### config.mk
export PLATFORM = sky130hd
export DESIGN_NAME = id_ex_reg_flat
export DESIGN_NICKNAME = d
export VERILOG_FILES = /design/src/rtl/mips_pkg.sv /design/src/rtl/id_ex_reg_if.sv /design/src/rtl/pipe_field_reg.sv /design/src/rtl/id_ex_reg.sv /design/src/flat_wrapper.sv
export SDC_FILE = /design/constraint.sdc
export NUM_CORES = 1
export LEC_CHECK = 0
export CAP_MARGIN = 20
export CORE_UTILIZATION = 35
export DETAILED_ROUTE_END_ITERATION = 8
export PLACE_DENSITY = 0.74
export SYNTH_ARGS = -nofsm -noshare
export SYNTH_HDL_FRONTEND = slang
export SYNTH_SLANG_ARGS = --single-unit
### constraint.sdc
create_clock -name clk -period 3.2 [get_ports clk]
set_input_delay 0.8 -clock clk [delete_from_list [all_inputs] [get_ports clk]]
set_output_delay 0.8 -clock clk [all_outputs]
set_load 0.02 [all_outputs]
### src/rtl/mips_pkg.sv
// Shared MIPS datapath definitions: ALUOp classes, main-control bundle,
// register specifier width. Used by main control, ALUcontrol and the
// pipeline registers.
package mips_pkg;

    localparam int REG_ADDR_W = 5;
    localparam int CTRL_W     = 9;

    localparam logic [1:0] ALUOP_LWSW  = 2'b00;
    localparam logic [1:0] ALUOP_BEQ   = 2'b01;
    localparam logic [1:0] ALUOP_RTYPE = 2'b10;

    // Main-control bundle as produced in ID; packed so it can ride through
    // a plain vector register.
    typedef struct packed {
        logic       RegWrite;
        logic       MemtoReg;
        logic       MemRead;
        logic       MemWrite;
        logic       Branch;
        logic       RegDst;
        logic       ALUSrc;
        logic [1:0] ALUOp;
    } ctrl_t;

endpackage

### src/rtl/id_ex_reg_if.sv
// ID/EX boundary bundle: hazard controls, ID-side fields and their EX-side
// registered copies. master = ID/hazard side, slave = the pipeline register.
interface id_ex_reg_if #(
    parameter int DATA_W = 32,
    parameter int CNT_W  = 16
);
    import mips_pkg::*;

    logic                  stall;
    logic                  flush;
    logic                  valid_id;
    logic                  RegWrite_id, MemtoReg_id, MemRead_id, MemWrite_id;
    logic                  Branch_id, RegDst_id, ALUSrc_id;
    logic [1:0]            ALUOp_id;
    logic [DATA_W-1:0]     PCplus4_id, ReadData1_id, ReadData2_id, SignImm_id;
    logic [REG_ADDR_W-1:0] Rs_id, Rt_id, Rd_id;

    logic                  valid_ex;
    logic                  RegWrite_ex, MemtoReg_ex, MemRead_ex, MemWrite_ex;
    logic                  Branch_ex, RegDst_ex, ALUSrc_ex;
    logic [1:0]            ALUOp_ex;
    logic [DATA_W-1:0]     PCplus4_ex, ReadData1_ex, ReadData2_ex, SignImm_ex;
    logic [REG_ADDR_W-1:0] Rs_ex, Rt_ex, Rd_ex;
    logic [5:0]            funct_ex;
    logic [CNT_W-1:0]      bubble_cnt;

    modport master (
        output stall, flush, valid_id,
        output RegWrite_id, MemtoReg_id, MemRead_id, MemWrite_id,
        output Branch_id, RegDst_id, ALUSrc_id, ALUOp_id,
        output PCplus4_id, ReadData1_id, ReadData2_id, SignImm_id,
        output Rs_id, Rt_id, Rd_id,
        input  valid_ex,
        input  RegWrite_ex, MemtoReg_ex, MemRead_ex, MemWrite_ex,
        input  Branch_ex, RegDst_ex, ALUSrc_ex, ALUOp_ex,
        input  PCplus4_ex, ReadData1_ex, ReadData2_ex, SignImm_ex,
        input  Rs_ex, Rt_ex, Rd_ex, funct_ex, bubble_cnt
    );

    modport slave (
        input  stall, flush, valid_id,
        input  RegWrite_id, MemtoReg_id, MemRead_id, MemWrite_id,
        input  Branch_id, RegDst_id, ALUSrc_id, ALUOp_id,
        input  PCplus4_id, ReadData1_id, ReadData2_id, SignImm_id,
        input  Rs_id, Rt_id, Rd_id,
        output valid_ex,
        output RegWrite_ex, MemtoReg_ex, MemRead_ex, MemWrite_ex,
        output Branch_ex, RegDst_ex, ALUSrc_ex, ALUOp_ex,
        output PCplus4_ex, ReadData1_ex, ReadData2_ex, SignImm_ex,
        output Rs_ex, Rt_ex, Rd_ex, funct_ex, bubble_cnt
    );

endinterface

### src/rtl/pipe_field_reg.sv
// One field group of a pipeline register: clears on reset or flush,
// holds on stall, otherwise loads.
module pipe_field_reg #(
    parameter int W = 1
) (
    input  logic         clk,
    input  logic         reset,
    input  logic         flush,
    input  logic         stall,
    input  logic [W-1:0] d,
    output logic [W-1:0] q
);

    // Reset and flush both produce an all-zero bubble, so they share a branch.
    always_ff @(posedge clk) begin
        if (reset || flush) q <= '0;
        else if (!stall)    q <= d;
    end

endmodule

### src/rtl/id_ex_reg.sv
// ID/EX pipeline register with stall/flush and a saturating bubble counter.
module id_ex_reg
    import mips_pkg::*;
#(
    parameter int DATA_W = 32,
    parameter int CNT_W  = 16
) (
    input logic         clk,
    input logic         reset,
    id_ex_reg_if.slave  bus
);

    localparam int CW = CTRL_W + 1;
    localparam int DW = 4 * DATA_W;
    localparam int SW = 3 * REG_ADDR_W;

    ctrl_t             ctrl_id, ctrl_ex;
    logic              valid_q;
    logic [CW-1:0]     ctrl_q;
    logic [DW-1:0]     data_q;
    logic [SW-1:0]     spec_q;
    logic [CNT_W-1:0]  cnt_q;

    assign ctrl_id = {bus.RegWrite_id, bus.MemtoReg_id, bus.MemRead_id,
                      bus.MemWrite_id, bus.Branch_id, bus.RegDst_id,
                      bus.ALUSrc_id, bus.ALUOp_id};

    // valid travels with control so a flush kills both together
    pipe_field_reg #(.W(CW)) u_ctrl (
        .clk(clk), .reset(reset), .flush(bus.flush), .stall(bus.stall),
        .d({bus.valid_id, ctrl_id}), .q(ctrl_q)
    );

    pipe_field_reg #(.W(DW)) u_data (
        .clk(clk), .reset(reset), .flush(bus.flush), .stall(bus.stall),
        .d({bus.PCplus4_id, bus.ReadData1_id, bus.ReadData2_id, bus.SignImm_id}),
        .q(data_q)
    );

    pipe_field_reg #(.W(SW)) u_spec (
        .clk(clk), .reset(reset), .flush(bus.flush), .stall(bus.stall),
        .d({bus.Rs_id, bus.Rt_id, bus.Rd_id}),
        .q(spec_q)
    );

    // Count applied flushes; pins at all-ones instead of wrapping.
    always_ff @(posedge clk) begin
        if (reset)                          cnt_q <= '0;
        else if (bus.flush && cnt_q != '1)  cnt_q <= cnt_q + 1'b1;
    end

    assign {valid_q, ctrl_ex} = ctrl_q;

    assign bus.valid_ex    = valid_q;
    assign bus.RegWrite_ex = ctrl_ex.RegWrite;
    assign bus.MemtoReg_ex = ctrl_ex.MemtoReg;
    assign bus.MemRead_ex  = ctrl_ex.MemRead;
    assign bus.MemWrite_ex = ctrl_ex.MemWrite;
    assign bus.Branch_ex   = ctrl_ex.Branch;
    assign bus.RegDst_ex   = ctrl_ex.RegDst;
    assign bus.ALUSrc_ex   = ctrl_ex.ALUSrc;
    assign bus.ALUOp_ex    = ctrl_ex.ALUOp;

    assign {bus.PCplus4_ex, bus.ReadData1_ex, bus.ReadData2_ex, bus.SignImm_ex} = data_q;
    assign {bus.Rs_ex, bus.Rt_ex, bus.Rd_ex} = spec_q;

    // funct is just the low immediate bits, already registered
    assign bus.funct_ex   = bus.SignImm_ex[5:0];
    assign bus.bubble_cnt = cnt_q;

endmodule

### src/flat_wrapper.sv
// flat-port wrapper written by rule: the top's interface ports become plain ports
module id_ex_reg_flat import mips_pkg::*;
#(
    parameter int DATA_W = 32,
    parameter int CNT_W  = 16
)
  (clk, reset, bus_stall, bus_flush, bus_valid_id, bus_RegWrite_id, bus_MemtoReg_id, bus_MemRead_id, bus_MemWrite_id, bus_Branch_id, bus_RegDst_id, bus_ALUSrc_id, bus_ALUOp_id, bus_PCplus4_id, bus_ReadData1_id, bus_ReadData2_id, bus_SignImm_id, bus_Rs_id, bus_Rt_id, bus_Rd_id, bus_valid_ex, bus_RegWrite_ex, bus_MemtoReg_ex, bus_MemRead_ex, bus_MemWrite_ex, bus_Branch_ex, bus_RegDst_ex, bus_ALUSrc_ex, bus_ALUOp_ex, bus_PCplus4_ex, bus_ReadData1_ex, bus_ReadData2_ex, bus_SignImm_ex, bus_Rs_ex, bus_Rt_ex, bus_Rd_ex, bus_funct_ex, bus_bubble_cnt);
  id_ex_reg_if #(.DATA_W(DATA_W), .CNT_W(CNT_W)) bus_i ();
  input logic clk;
  input logic reset;
  input wire logic [$bits(bus_i.stall)-1:0] bus_stall;
  input wire logic [$bits(bus_i.flush)-1:0] bus_flush;
  input wire logic [$bits(bus_i.valid_id)-1:0] bus_valid_id;
  input wire logic [$bits(bus_i.RegWrite_id)-1:0] bus_RegWrite_id;
  input wire logic [$bits(bus_i.MemtoReg_id)-1:0] bus_MemtoReg_id;
  input wire logic [$bits(bus_i.MemRead_id)-1:0] bus_MemRead_id;
  input wire logic [$bits(bus_i.MemWrite_id)-1:0] bus_MemWrite_id;
  input wire logic [$bits(bus_i.Branch_id)-1:0] bus_Branch_id;
  input wire logic [$bits(bus_i.RegDst_id)-1:0] bus_RegDst_id;
  input wire logic [$bits(bus_i.ALUSrc_id)-1:0] bus_ALUSrc_id;
  input wire logic [$bits(bus_i.ALUOp_id)-1:0] bus_ALUOp_id;
  input wire logic [$bits(bus_i.PCplus4_id)-1:0] bus_PCplus4_id;
  input wire logic [$bits(bus_i.ReadData1_id)-1:0] bus_ReadData1_id;
  input wire logic [$bits(bus_i.ReadData2_id)-1:0] bus_ReadData2_id;
  input wire logic [$bits(bus_i.SignImm_id)-1:0] bus_SignImm_id;
  input wire logic [$bits(bus_i.Rs_id)-1:0] bus_Rs_id;
  input wire logic [$bits(bus_i.Rt_id)-1:0] bus_Rt_id;
  input wire logic [$bits(bus_i.Rd_id)-1:0] bus_Rd_id;
  output wire logic [$bits(bus_i.valid_ex)-1:0] bus_valid_ex;
  output wire logic [$bits(bus_i.RegWrite_ex)-1:0] bus_RegWrite_ex;
  output wire logic [$bits(bus_i.MemtoReg_ex)-1:0] bus_MemtoReg_ex;
  output wire logic [$bits(bus_i.MemRead_ex)-1:0] bus_MemRead_ex;
  output wire logic [$bits(bus_i.MemWrite_ex)-1:0] bus_MemWrite_ex;
  output wire logic [$bits(bus_i.Branch_ex)-1:0] bus_Branch_ex;
  output wire logic [$bits(bus_i.RegDst_ex)-1:0] bus_RegDst_ex;
  output wire logic [$bits(bus_i.ALUSrc_ex)-1:0] bus_ALUSrc_ex;
  output wire logic [$bits(bus_i.ALUOp_ex)-1:0] bus_ALUOp_ex;
  output wire logic [$bits(bus_i.PCplus4_ex)-1:0] bus_PCplus4_ex;
  output wire logic [$bits(bus_i.ReadData1_ex)-1:0] bus_ReadData1_ex;
  output wire logic [$bits(bus_i.ReadData2_ex)-1:0] bus_ReadData2_ex;
  output wire logic [$bits(bus_i.SignImm_ex)-1:0] bus_SignImm_ex;
  output wire logic [$bits(bus_i.Rs_ex)-1:0] bus_Rs_ex;
  output wire logic [$bits(bus_i.Rt_ex)-1:0] bus_Rt_ex;
  output wire logic [$bits(bus_i.Rd_ex)-1:0] bus_Rd_ex;
  output wire logic [$bits(bus_i.funct_ex)-1:0] bus_funct_ex;
  output wire logic [$bits(bus_i.bubble_cnt)-1:0] bus_bubble_cnt;
  assign bus_i.stall = bus_stall;
  assign bus_i.flush = bus_flush;
  assign bus_i.valid_id = bus_valid_id;
  assign bus_i.RegWrite_id = bus_RegWrite_id;
  assign bus_i.MemtoReg_id = bus_MemtoReg_id;
  assign bus_i.MemRead_id = bus_MemRead_id;
  assign bus_i.MemWrite_id = bus_MemWrite_id;
  assign bus_i.Branch_id = bus_Branch_id;
  assign bus_i.RegDst_id = bus_RegDst_id;
  assign bus_i.ALUSrc_id = bus_ALUSrc_id;
  assign bus_i.ALUOp_id = bus_ALUOp_id;
  assign bus_i.PCplus4_id = bus_PCplus4_id;
  assign bus_i.ReadData1_id = bus_ReadData1_id;
  assign bus_i.ReadData2_id = bus_ReadData2_id;
  assign bus_i.SignImm_id = bus_SignImm_id;
  assign bus_i.Rs_id = bus_Rs_id;
  assign bus_i.Rt_id = bus_Rt_id;
  assign bus_i.Rd_id = bus_Rd_id;
  assign bus_valid_ex = bus_i.valid_ex;
  assign bus_RegWrite_ex = bus_i.RegWrite_ex;
  assign bus_MemtoReg_ex = bus_i.MemtoReg_ex;
  assign bus_MemRead_ex = bus_i.MemRead_ex;
  assign bus_MemWrite_ex = bus_i.MemWrite_ex;
  assign bus_Branch_ex = bus_i.Branch_ex;
  assign bus_RegDst_ex = bus_i.RegDst_ex;
  assign bus_ALUSrc_ex = bus_i.ALUSrc_ex;
  assign bus_ALUOp_ex = bus_i.ALUOp_ex;
  assign bus_PCplus4_ex = bus_i.PCplus4_ex;
  assign bus_ReadData1_ex = bus_i.ReadData1_ex;
  assign bus_ReadData2_ex = bus_i.ReadData2_ex;
  assign bus_SignImm_ex = bus_i.SignImm_ex;
  assign bus_Rs_ex = bus_i.Rs_ex;
  assign bus_Rt_ex = bus_i.Rt_ex;
  assign bus_Rd_ex = bus_i.Rd_ex;
  assign bus_funct_ex = bus_i.funct_ex;
  assign bus_bubble_cnt = bus_i.bubble_cnt;
  id_ex_reg #(.DATA_W(DATA_W), .CNT_W(CNT_W)) u_core (.clk(clk), .reset(reset), .bus(bus_i));
endmodule
==> impl_metrics.tcl, run 1 <==
set metrics [dict create \
    yosysTopAreaCell "dfxtp_1" \
    finalCritPeriodShare 0.7349 \
    synth_compound_area_frac 0.02229 \
    finClkSkew_ns 0.006336 \
    clock_path_buffers 2 \
    slew_viol_final 0 \
    synthAdderAreaFrac 0.002026 \
    synth_top_area_frac 0.5478 \
    gp_congestion 0.7674 \
    hold_viol_final 0 \
    rsz0062_at_grt "false" \
    die_h_um 134.8 \
    routed_wl_um 17480 \
    power_density_mw_per_mm2 476.3 \
    port_buffers 331 \
    cpMaxStageDelayCell "clkdlybuf4s50_1" \
    wire_per_inst_um 15.21 \
    grt_overflow 0 \
    synth_simple_gate_area_share 0.1349 \
    synth_top_family_by_area "multiplexers" \
    critPathKind "register to primary output" \
    worst_hold_slack_ns 0.4919 \
    netlist_area_mm2 0.006176 \
    status "finished clean" \
    grt_max_degree 91 \
    synthFlopType "dfxtp_1" \
    ys_ff_latch 169 \
    dieWidth_um 134.8 \
    leakagePower_nw 4.155 \
    avgViaCountPerCell 4.604 \
    synth-edff-count 0 \
    pin_count 332 \
    worstPathRequired_ns 2.40 \
    async_flop_share 0 \
    diodes 0 \
    drive_above_1_share 0.05195 \
    utilization 0.5963 \
    synth_mux_area_frac 0.2563 \
    cts.htree.levels 4 \
    grt_pass1_vias 5093 \
    grt_pass1_wl_um 26360 \
    dr.pass1.iters 4 \
    die_area_mm2 0.01818 \
    seq_area_frac_synth 0.5478 \
    dp_hpwl_um 12530 \
    clk_latency_ns 0.42 \
    critical_path.cell_chain "clkdlybuf4s50_1" \
    cts_resized 0 \
    core-area_mm2 0.01724 \
    holdCritPathClass "register to register" \
    drc 0 \
    critPathArrivalTime_ns 1.55 \
    yosysMostFrequentCell "dfxtp_1" \
    p_total_w 0.004895 \
    max-vdd-ir-drop_v 0.0003519 \
    grt_usage 0.1873 \
    crit_family "buffers and inverters" \
    synth_nets 755 \
    yosys_warnings 0 \
    crit_path_end_kind "primary output" \
    cpPeakStageDelay_ns 0.67 \
    fin_crit_ns 2.352 \
    numClockSinks 169 \
    synth_area_leaders "dfxtp_1 55%, mux2i_1 25%, nor2_1 9.9%" \
    worst_pin_slew_ns 0.5668 \
    finalNetCount 1069 \
    cts_hold_buf 0 \
    antenna_found_initial 0 \
    synth_top_cells_by_count "169 x dfxtp_1, 163 x nor2_1, 157 x mux2i_1" \
    report.final.setup_viol 0 \
    drt_iter0_drc 217 \
    cts_root_buffer "clkbuf_16" \
    antenna_left 0 \
    worstPathMaxFanout 7 \
    startpoint_type "register" \
    fin_tns_setup_ns 0 \
    cts_setup_buffers 0 \
    num_vias 5290 \
    ys_types 32 \
    cp_num_buf_inv 1 \
    maxCapViolCount 0 \
    cts_tree "yes" \
    netlist_instances 597 \
    synth_xor_area_frac 0.001418 \
    avgSynthCellArea_um2 10.34 \
    slew_headroom 0.6221 \
    clk_pin_slew_ns 0.06 \
    area_delta_synth_final_pct 66.41 \
    max_freq_mhz 425.2 \
    floorplan.initialDensity 0.3583 \
    cts_inserted_buffers 17 \
    rows 48 \
]
[logic make-up (layout without fill, tap and decap cells)]
| logic type | count (synthesis) | count (layout) |
|---|---|---|
| AO/OA/AOI/OAI | 21 | 21 |
| XOR/XNOR | 1 | 1 |
| adder cells (fa/ha/maj) | 1 | 1 |
| buffers and inverters | 48 | 375 |
| flip-flops | 169 | 169 |
| multiplexers | 158 | 158 |
| AND/OR/NAND/NOR | 199 | 199 |
[path summary, 6_finish.rpt]
path | start | endpoint | slack [ns] | cells after the start
setup / recovery | u_core.bus.bubble_cnt[11]$_SDFFE_PP0P_ | bus_bubble_cnt[11] | 0.85 | 1
hold / removal | u_core.u_spec.q[0]$_SDFFE_PP0N_ | u_core.u_spec.q[0]$_SDFFE_PP0N_ | 0.49 | 2
setup reg to reg | u_core.bus.bubble_cnt[0]$_SDFFE_PP0P_ | u_core.bus.bubble_cnt[11]$_SDFFE_PP0P_ | 1.29 | 6
hold reg to reg | u_core.u_spec.q[0]$_SDFFE_PP0N_ | u_core.u_spec.q[0]$_SDFFE_PP0N_ | 0.49 | 2
[worst register-to-register path, stage by stage (launching register included)]
cell and delay (ns):
dfxtp_1 0.42, ha_1 0.26, nand4_1 0.20, o41ai_2 0.29, clkbuf_4 0.29, nor4_1 0.07
mux2_2 0.26
[cell usage in the layout (no fill, tap or decap), drive strengths merged]
master | Yosys | layout
or4 | 5 | 5
ha | 1 | 1
bufinv | 0 | 1
nor3 | 3 | 3
a31oi | 1 | 1
a311oi | 1 | 1
mux2 | 1 | 1
o31ai | 3 | 3
buf | 17 | 7
or3 | 3 | 3
o22ai | 1 | 1
o41ai | 2 | 2
o21ai | 5 | 5
clkdlybuf4s50 | 0 | 330
nor2b | 1 | 1
a21oi | 7 | 7
and4 | 1 | 1
nor4 | 3 | 3
nand3 | 6 | 6
inv | 4 | 8
clkbuf | 27 | 22
dfxtp | 169 | 169
xor2 | 1 | 1
o31a | 1 | 1
clkinv | 0 | 6
nand2 | 7 | 7
clkinvlp | 0 | 1
nor2 | 163 | 163
mux2i | 157 | 157
or2 | 2 | 2
nand4 | 5 | 5
[where the power goes]
part	switching [W]	leakage, nW	internal [W]	total (W)
combinational	0.000279	2.49	0.000388	0.000667
sequential	0.0000364	1.38	0.00217	0.00221
clock	0.000878	0.288	0.00114	0.00202
total	0.00119	4.16	0.00370	0.00489
[layout make-up]
type | count | area (µm²)
fillers | 1516 | 6959
repair buffers | 339 | 3440
flip-flops and latches | 169 | 3383
multi-input cells | 380 | 2577
clock buffers | 20 | 466.7
well taps | 225 | 281.5
clock inverters | 12 | 113.9
inverters | 4 | 15.01
[sequential cells by signal, summed over array words and instances (netlist names)]
name / flops
u_core.u_data.q: 128
u_core.bus.bubble_cnt: 16
u_core.u_ctrl.q: 10
u_core.u_spec.q: 15
[stage by stage]
step                      cell area (µm²)  worst slack, ns  std cells
after floorplan                      6176            1.072        597
after global placement               9689           0.6152       1116
after detailed placement             9689           0.5950       1116
after CTS                           10270           0.8151       1148
after global routing                10280           0.7608       1149
final                               10280           0.8483       1149
[layer usage]
metal  vias up  GRT usage  routed length (µm)
met4         0    0.06554                 339
li1       2640          -                   -
met1      2414     0.1980                6841
met5         -          0                   0
met2       209     0.3193                8438
met3        27    0.09572                1860
No activity file was read; power rests on OpenSTA's default activity.
==> run 2, diff against run 1 <==
--- a/config.mk
+++ b/config.mk
@@ -8,7 +8,7 @@
 export CAP_MARGIN = 20
 export CORE_UTILIZATION = 35
 export DETAILED_ROUTE_END_ITERATION = 8
-export PLACE_DENSITY = 0.74
+export PLACE_DENSITY = 0.77
 export SYNTH_ARGS = -nofsm -noshare
 export SYNTH_HDL_FRONTEND = slang
 export SYNTH_SLANG_ARGS = --single-unit
==> constraint.sdc (replaced) <==
create_clock -name clk -period 1.99 [get_ports clk]
set_input_delay 0.4975 -clock clk [delete_from_list [all_inputs] [get_ports clk]]
set_output_delay 0.4975 -clock clk [all_outputs]
set_load 0.02 [all_outputs]
==> impl_metrics.tcl, run 2 (same netlist as run 1, synthesis figures left out) <==
set metrics [dict create \
    largest_register_ffs 128 \
    floorplan.initialDensity 0.3583 \
    utilization 0.6065 \
    finClkSkew_ns 0.005247 \
    cts_root_buffer "clkbuf_16" \
    layout_setup_ws_ns 0.06120 \
    worst_pin_slew_ns 0.3667 \
    rsz0062_at_grt "false" \
    slew_viol_final 0 \
    antenna_found_initial 0 \
    hold_viol_final 0 \
    finalNetCount 1085 \
    numClockSinks 169 \
    grt_max_degree 68 \
    clk_pin_slew_ns 0.07 \
    clk_latency_ns 0.42 \
    wire_per_inst_um 15.16 \
    area_delta_synth_final_pct 69.27 \
    grt_pass1_vias 5327 \
    grt_usage 0.1923 \
    crit_path_end_kind "primary output" \
    finalCritPeriodShare 0.9692 \
    max_freq_mhz 518.5 \
    maxCapViolCount 0 \
    die_h_um 134.8 \
    rows 48 \
    diodes 0 \
    worst-path-stages 1 \
    cts_tree "yes" \
    worstPathMaxFanout 3 \
    grt_pass1_wl_um 27130 \
    cp_num_buf_inv 1 \
    drive_above_1_share 0.06603 \
    drc 0 \
    fin_crit_ns 1.929 \
    status "finished clean" \
    gp_congestion 0.7876 \
    regMostFlops "u_core.u_data.q" \
    cpMaxStageDelayCell "clkdlybuf4s50_1" \
    critPathKind "register to primary output" \
    report.final.setup_viol 0 \
    grt_overflow 0 \
    rrSetupSlack_ns 0.19 \
    post-place-ws_ns -0.1936 \
    die_area_mm2 0.01818 \
    final_common_cell "clkdlybuf4s50_1" \
    worstPathRequired_ns 1.49 \
    cts.htree.levels 4 \
    clock_path_buffers 2 \
    dieWidth_um 134.8 \
    port_buffers 331 \
    critical_path.cell_chain "clkdlybuf4s50_1" \
    antenna_left 0 \
    dr.pass1.iters 4 \
    power_density_mw_per_mm2 762.3 \
    leakagePower_nw 4.363 \
    max-vdd-ir-drop_v 0.0005529 \
    fill_cells 1461 \
    core-area_mm2 0.01724 \
    crit_family "buffers and inverters" \
    whs_path_depth 2 \
    cts_hold_buf 0 \
    pin_count 332 \
    rr_worst_depth 4 \
    p_total_w 0.007969 \
    mostFrequentLayoutCells "314 x clkdlybuf4s50_1, 169 x dfxtp_1, 163 x nor2_1" \
    routed_wl_um 17650 \
    dp_hpwl_um 12940 \
    avgViaCountPerCell 4.634 \
    drt_iter0_drc 185 \
    startpoint_type "register" \
    slew_headroom 0.7529 \
    critPathArrivalTime_ns 1.43 \
    cts_setup_buffers 0 \
    holdCritPathClass "register to register" \
    fin_tns_setup_ns 0 \
    cpPeakStageDelay_ns 0.65 \
    num_vias 5394 \
    cts_inserted_buffers 17 \
]
run 2: cell count changes in the layout (fill, tap and decap cells not counted), sizes merged:
cell and delta:
buf +17, clkdlybuf4s50 -16, dlymetal6s2s +3, clkbuf -2
dlygate4sd2 +13, inv +1, clkinvlp +2, clkinv -4
bufinv +1
run 2: final timing paths:
kind | startpoint | end
max | u_core.u_data.q[0]$_SDFFE_PP0N_ | bus_funct_ex[0]
min reg2reg | u_core.u_spec.q[12]$_SDFFE_PP0N_ | u_core.u_spec.q[12]$_SDFFE_PP0N_
min | u_core.u_spec.q[12]$_SDFFE_PP0N_ | u_core.u_spec.q[12]$_SDFFE_PP0N_
max reg2reg | u_core.bus.bubble_cnt[3]$_SDFFE_PP0P_ | u_core.bus.bubble_cnt[11]$_SDFFE_PP0P_
run 2: metrics by stage:
step                hold slack [ns]  cells  cell area (µm²)
detailed placement           0.4834   1133             9879
global route                 0.5193   1164            10450
CTS                          0.4987   1164            10450
global placement             0.4726   1133             9879
floorplan                    0.5672    597             6176
finish                       0.4926   1164            10450
run 2: repair_timing:
| item | in CTS | in global routing |
|---|---|---|
| gates cloned | 0 | 0 |
| pin swaps | 0 | 0 |
| endpoints found under the setup margin | 13 | 3 |
| gates resized for setup | 13 | 3 |
run 2: layout make-up:
class | instances | area [µm²] | area share
multi-input cells | 380 | 2577 | 0.2466
clock buffers | 19 | 442.9 | 0.04237
clock inverters | 12 | 140.1 | 0.01341
inverters | 4 | 15.01 | 0.001436
flip-flops and latches | 169 | 3383 | 0.3236
repair buffers | 355 | 3613 | 0.3457
well taps | 225 | 281.5 | 0.02693
run 2: report_power, final:
part           total [W]  switching [W]  internal (W)
clock            0.00331        0.00142       0.00190
combinational    0.00111       0.000460      0.000649
sequential       0.00355      0.0000576       0.00349
total            0.00797        0.00194       0.00603
run 2: per-layer routing:
metal / global-route usage / routed length [µm] / up-vias
met4: 0.08302 / 455 / 0
met3: 0.08183 / 1820 / 29
met2: 0.3319 / 8537 / 221
met1: 0.2044 / 6836 / 2474
met5: 0 / 0 / -
li1: - / - / 2670
run 2: tightest hold or removal path, stage by stage (launching register included):
cell     delay [ns]
dfxtp_1        0.32
mux2i_1        0.06
nor2_1         0.07
==> run 3, diff against run 2 <==
--- a/config.mk
+++ b/config.mk
@@ -6,8 +6,10 @@
 export NUM_CORES = 1
 export LEC_CHECK = 0
 export CAP_MARGIN = 20
+export CORE_MARGIN = 4
 export CORE_UTILIZATION = 35
 export DETAILED_ROUTE_END_ITERATION = 8
+export GPL_ROUTABILITY_DRIVEN = 0
 export PLACE_DENSITY = 0.77
 export SYNTH_ARGS = -nofsm -noshare
 export SYNTH_HDL_FRONTEND = slang
==> impl_metrics.tcl, run 3 (same netlist as run 1, synthesis figures left out) <==
set metrics [dict create \
    fin_crit_ns 1.920 \
    critPathKind "register to primary output" \
    cts_root_buffer "clkbuf_16" \
    grt_overflow 0 \
    num_vias 5407 \
    final_cell_area_mm2 0.01042 \
    max-vdd-ir-drop_v 0.0005429 \
    cts_setup_buffers 0 \
    largest_register_ffs 128 \
    report.final.setup_viol 0 \
    clk_pin_slew_ns 0.07 \
    maxCapViolCount 0 \
    rrSetupSlack_ns 0.14 \
    startpoint_type "register" \
    critical_path.cell_chain "clkdlybuf4s50_1" \
    worstPathMaxFanout 3 \
    antenna_found_initial 0 \
    crit_path_end_kind "primary output" \
    holdCritPathClass "register to register" \
    cts.htree.levels 4 \
    power_density_mw_per_mm2 760.6 \
    floorplan.initialDensity 0.3571 \
    routed_wl_um 18650 \
    wire_per_inst_um 16.02 \
    power_switching_share 0.2545 \
    clkPwrFrac 0.414 \
    placed_area_mm2 0.009847 \
    status "finished clean" \
    rsz0062_at_grt "false" \
    area_delta_synth_final_pct 68.70 \
    cts_tree "yes" \
    pin_count 332 \
    critPathArrivalTime_ns 1.42 \
    cts_hold_buf 0 \
    die_h_um 140.8 \
    cpMaxStageDelayCell "clkdlybuf4s50_1" \
    grt_usage 0.1844 \
    final_common_cell "clkdlybuf4s50_1" \
    fin_tns_setup_ns 0 \
    dr.pass1.iters 4 \
    diodes 0 \
    avgViaCountPerCell 4.645 \
    p_int_w 0.005907 \
    crit_family "buffers and inverters" \
    finClkSkew_ns 0.006174 \
    antenna_left 0 \
    drive_above_1_share 0.06709 \
    dp_hpwl_um 14050 \
    numClockSinks 169 \
    cpPeakStageDelay_ns 0.62 \
    grt_pass1_vias 5436 \
    fill_cells 1464 \
    clk_latency_ns 0.41 \
    slew_headroom 0.7550 \
    grt_max_degree 67 \
    grt_pass1_wl_um 29240 \
    finalCritPeriodShare 0.9647 \
    clock_path_buffers 2 \
    p_seq_frac 0.447 \
    hold_viol_final 0 \
    core-area_mm2 0.01730 \
    drt_iter0_drc 205 \
    regMostFlops "u_core.u_data.q" \
    finalNetCount 1084 \
    leakagePower_nw 4.406 \
    cts_inserted_buffers 17 \
    slew_viol_final 0 \
    die_area_mm2 0.01983 \
    cp_num_buf_inv 1 \
    switching_power_w 0.002017 \
    port_buffers 331 \
    dieWidth_um 140.8 \
    drc 0 \
    mostFrequentLayoutCells "306 x clkdlybuf4s50_1, 169 x dfxtp_1, 163 x nor2_1" \
    worstPathRequired_ns 1.49 \
    worst_pin_slew_ns 0.3635 \
    rows 48 \
    max_freq_mhz 520.9 \
    power_frac_comb 0.139 \
]
[run 3: cell count changes in the layout (fill, tap and decap cells not counted), sizes merged]
cell,change
buf,-1
bufinv,-1
clkbuf,-2
clkdlybuf4s50,-8
clkinv,-1
clkinvlp,+1
dlygate4sd2,+6
dlymetal6s2s,+2
inv,+4
[run 3: final timing paths]
check / from / depth (start not counted) / to
worst max-delay path: u_core.u_data.q[2]$_SDFFE_PP0N_ / 1 / bus_funct_ex[2]
worst min-delay path: u_core.u_data.q[75]$_SDFFE_PP0N_ / 2 / u_core.u_data.q[75]$_SDFFE_PP0N_
worst max register to register: u_core.bus.bubble_cnt[7]$_SDFFE_PP0P_ / 4 / u_core.bus.bubble_cnt[15]$_SDFFE_PP0P_
worst min register to register: u_core.u_data.q[75]$_SDFFE_PP0N_ / 2 / u_core.u_data.q[75]$_SDFFE_PP0N_
[run 3: worst min-delay path, stage by stage (launching register included)]
cell     delay, ns
dfxtp_1       0.32
mux2i_1       0.06
nor2_1        0.07
[run 3: area by class of cell]
type | count | area (µm²) | share of cell area
clock buffers | 17 | 425.4 | 0.04083
repair buffers | 354 | 3578 | 0.3435
inverters | 4 | 15.01 | 0.001441
multi-input cells | 380 | 2577 | 0.2474
well taps | 225 | 281.5 | 0.02702
clock inverters | 15 | 157.7 | 0.01513
flip-flops and latches | 169 | 3383 | 0.3247
[run 3: power groups by stage]
stage	Clock, W	Combinational, W	Sequential, W
2_1_floorplan	0	0.000351	0.00375
3_3_place_gp	0	0.00110	0.00362
3_5_place_dp	0	0.00111	0.00362
4_1_cts	0.00338	0.00111	0.00355
5_1_grt	0.00353	0.00118	0.00356
6_report	0.00328	0.00110	0.00355
[run 3: metal layers]
layer	vias up	global-route usage	wire length [µm]
met5	-	0	0
met4	0	0.07037	442
met3	24	0.07225	1882
met1	2489	0.2112	7232
li1	2673	-	-
met2	221	0.3107	9087
[run 3: stage by stage]
stage / utilization / hold slack, ns / total power, W / std cells / worst slack, ns
5_1_grt: 0.6024 / 0.5206 / 0.008262 / 1164 / 0.007722
2_1_floorplan: - / 0.5672 / 0.004099 / 597 / 0.1643
6_report: 0.6024 / 0.4922 / 0.007924 / 1164 / 0.07025
4_1_cts: 0.6016 / 0.4990 / 0.008039 / 1164 / 0.004320
3_3_place_gp: 0.5693 / 0.4724 / 0.004721 / 1132 / -0.1755
3_5_place_dp: 0.5693 / 0.4835 / 0.004734 / 1132 / -0.2122
[run 3: timing repair]
action	CTS	global route
cloned	0	0
endpoints found under the setup margin	19	5
gates resized for setup	19	5
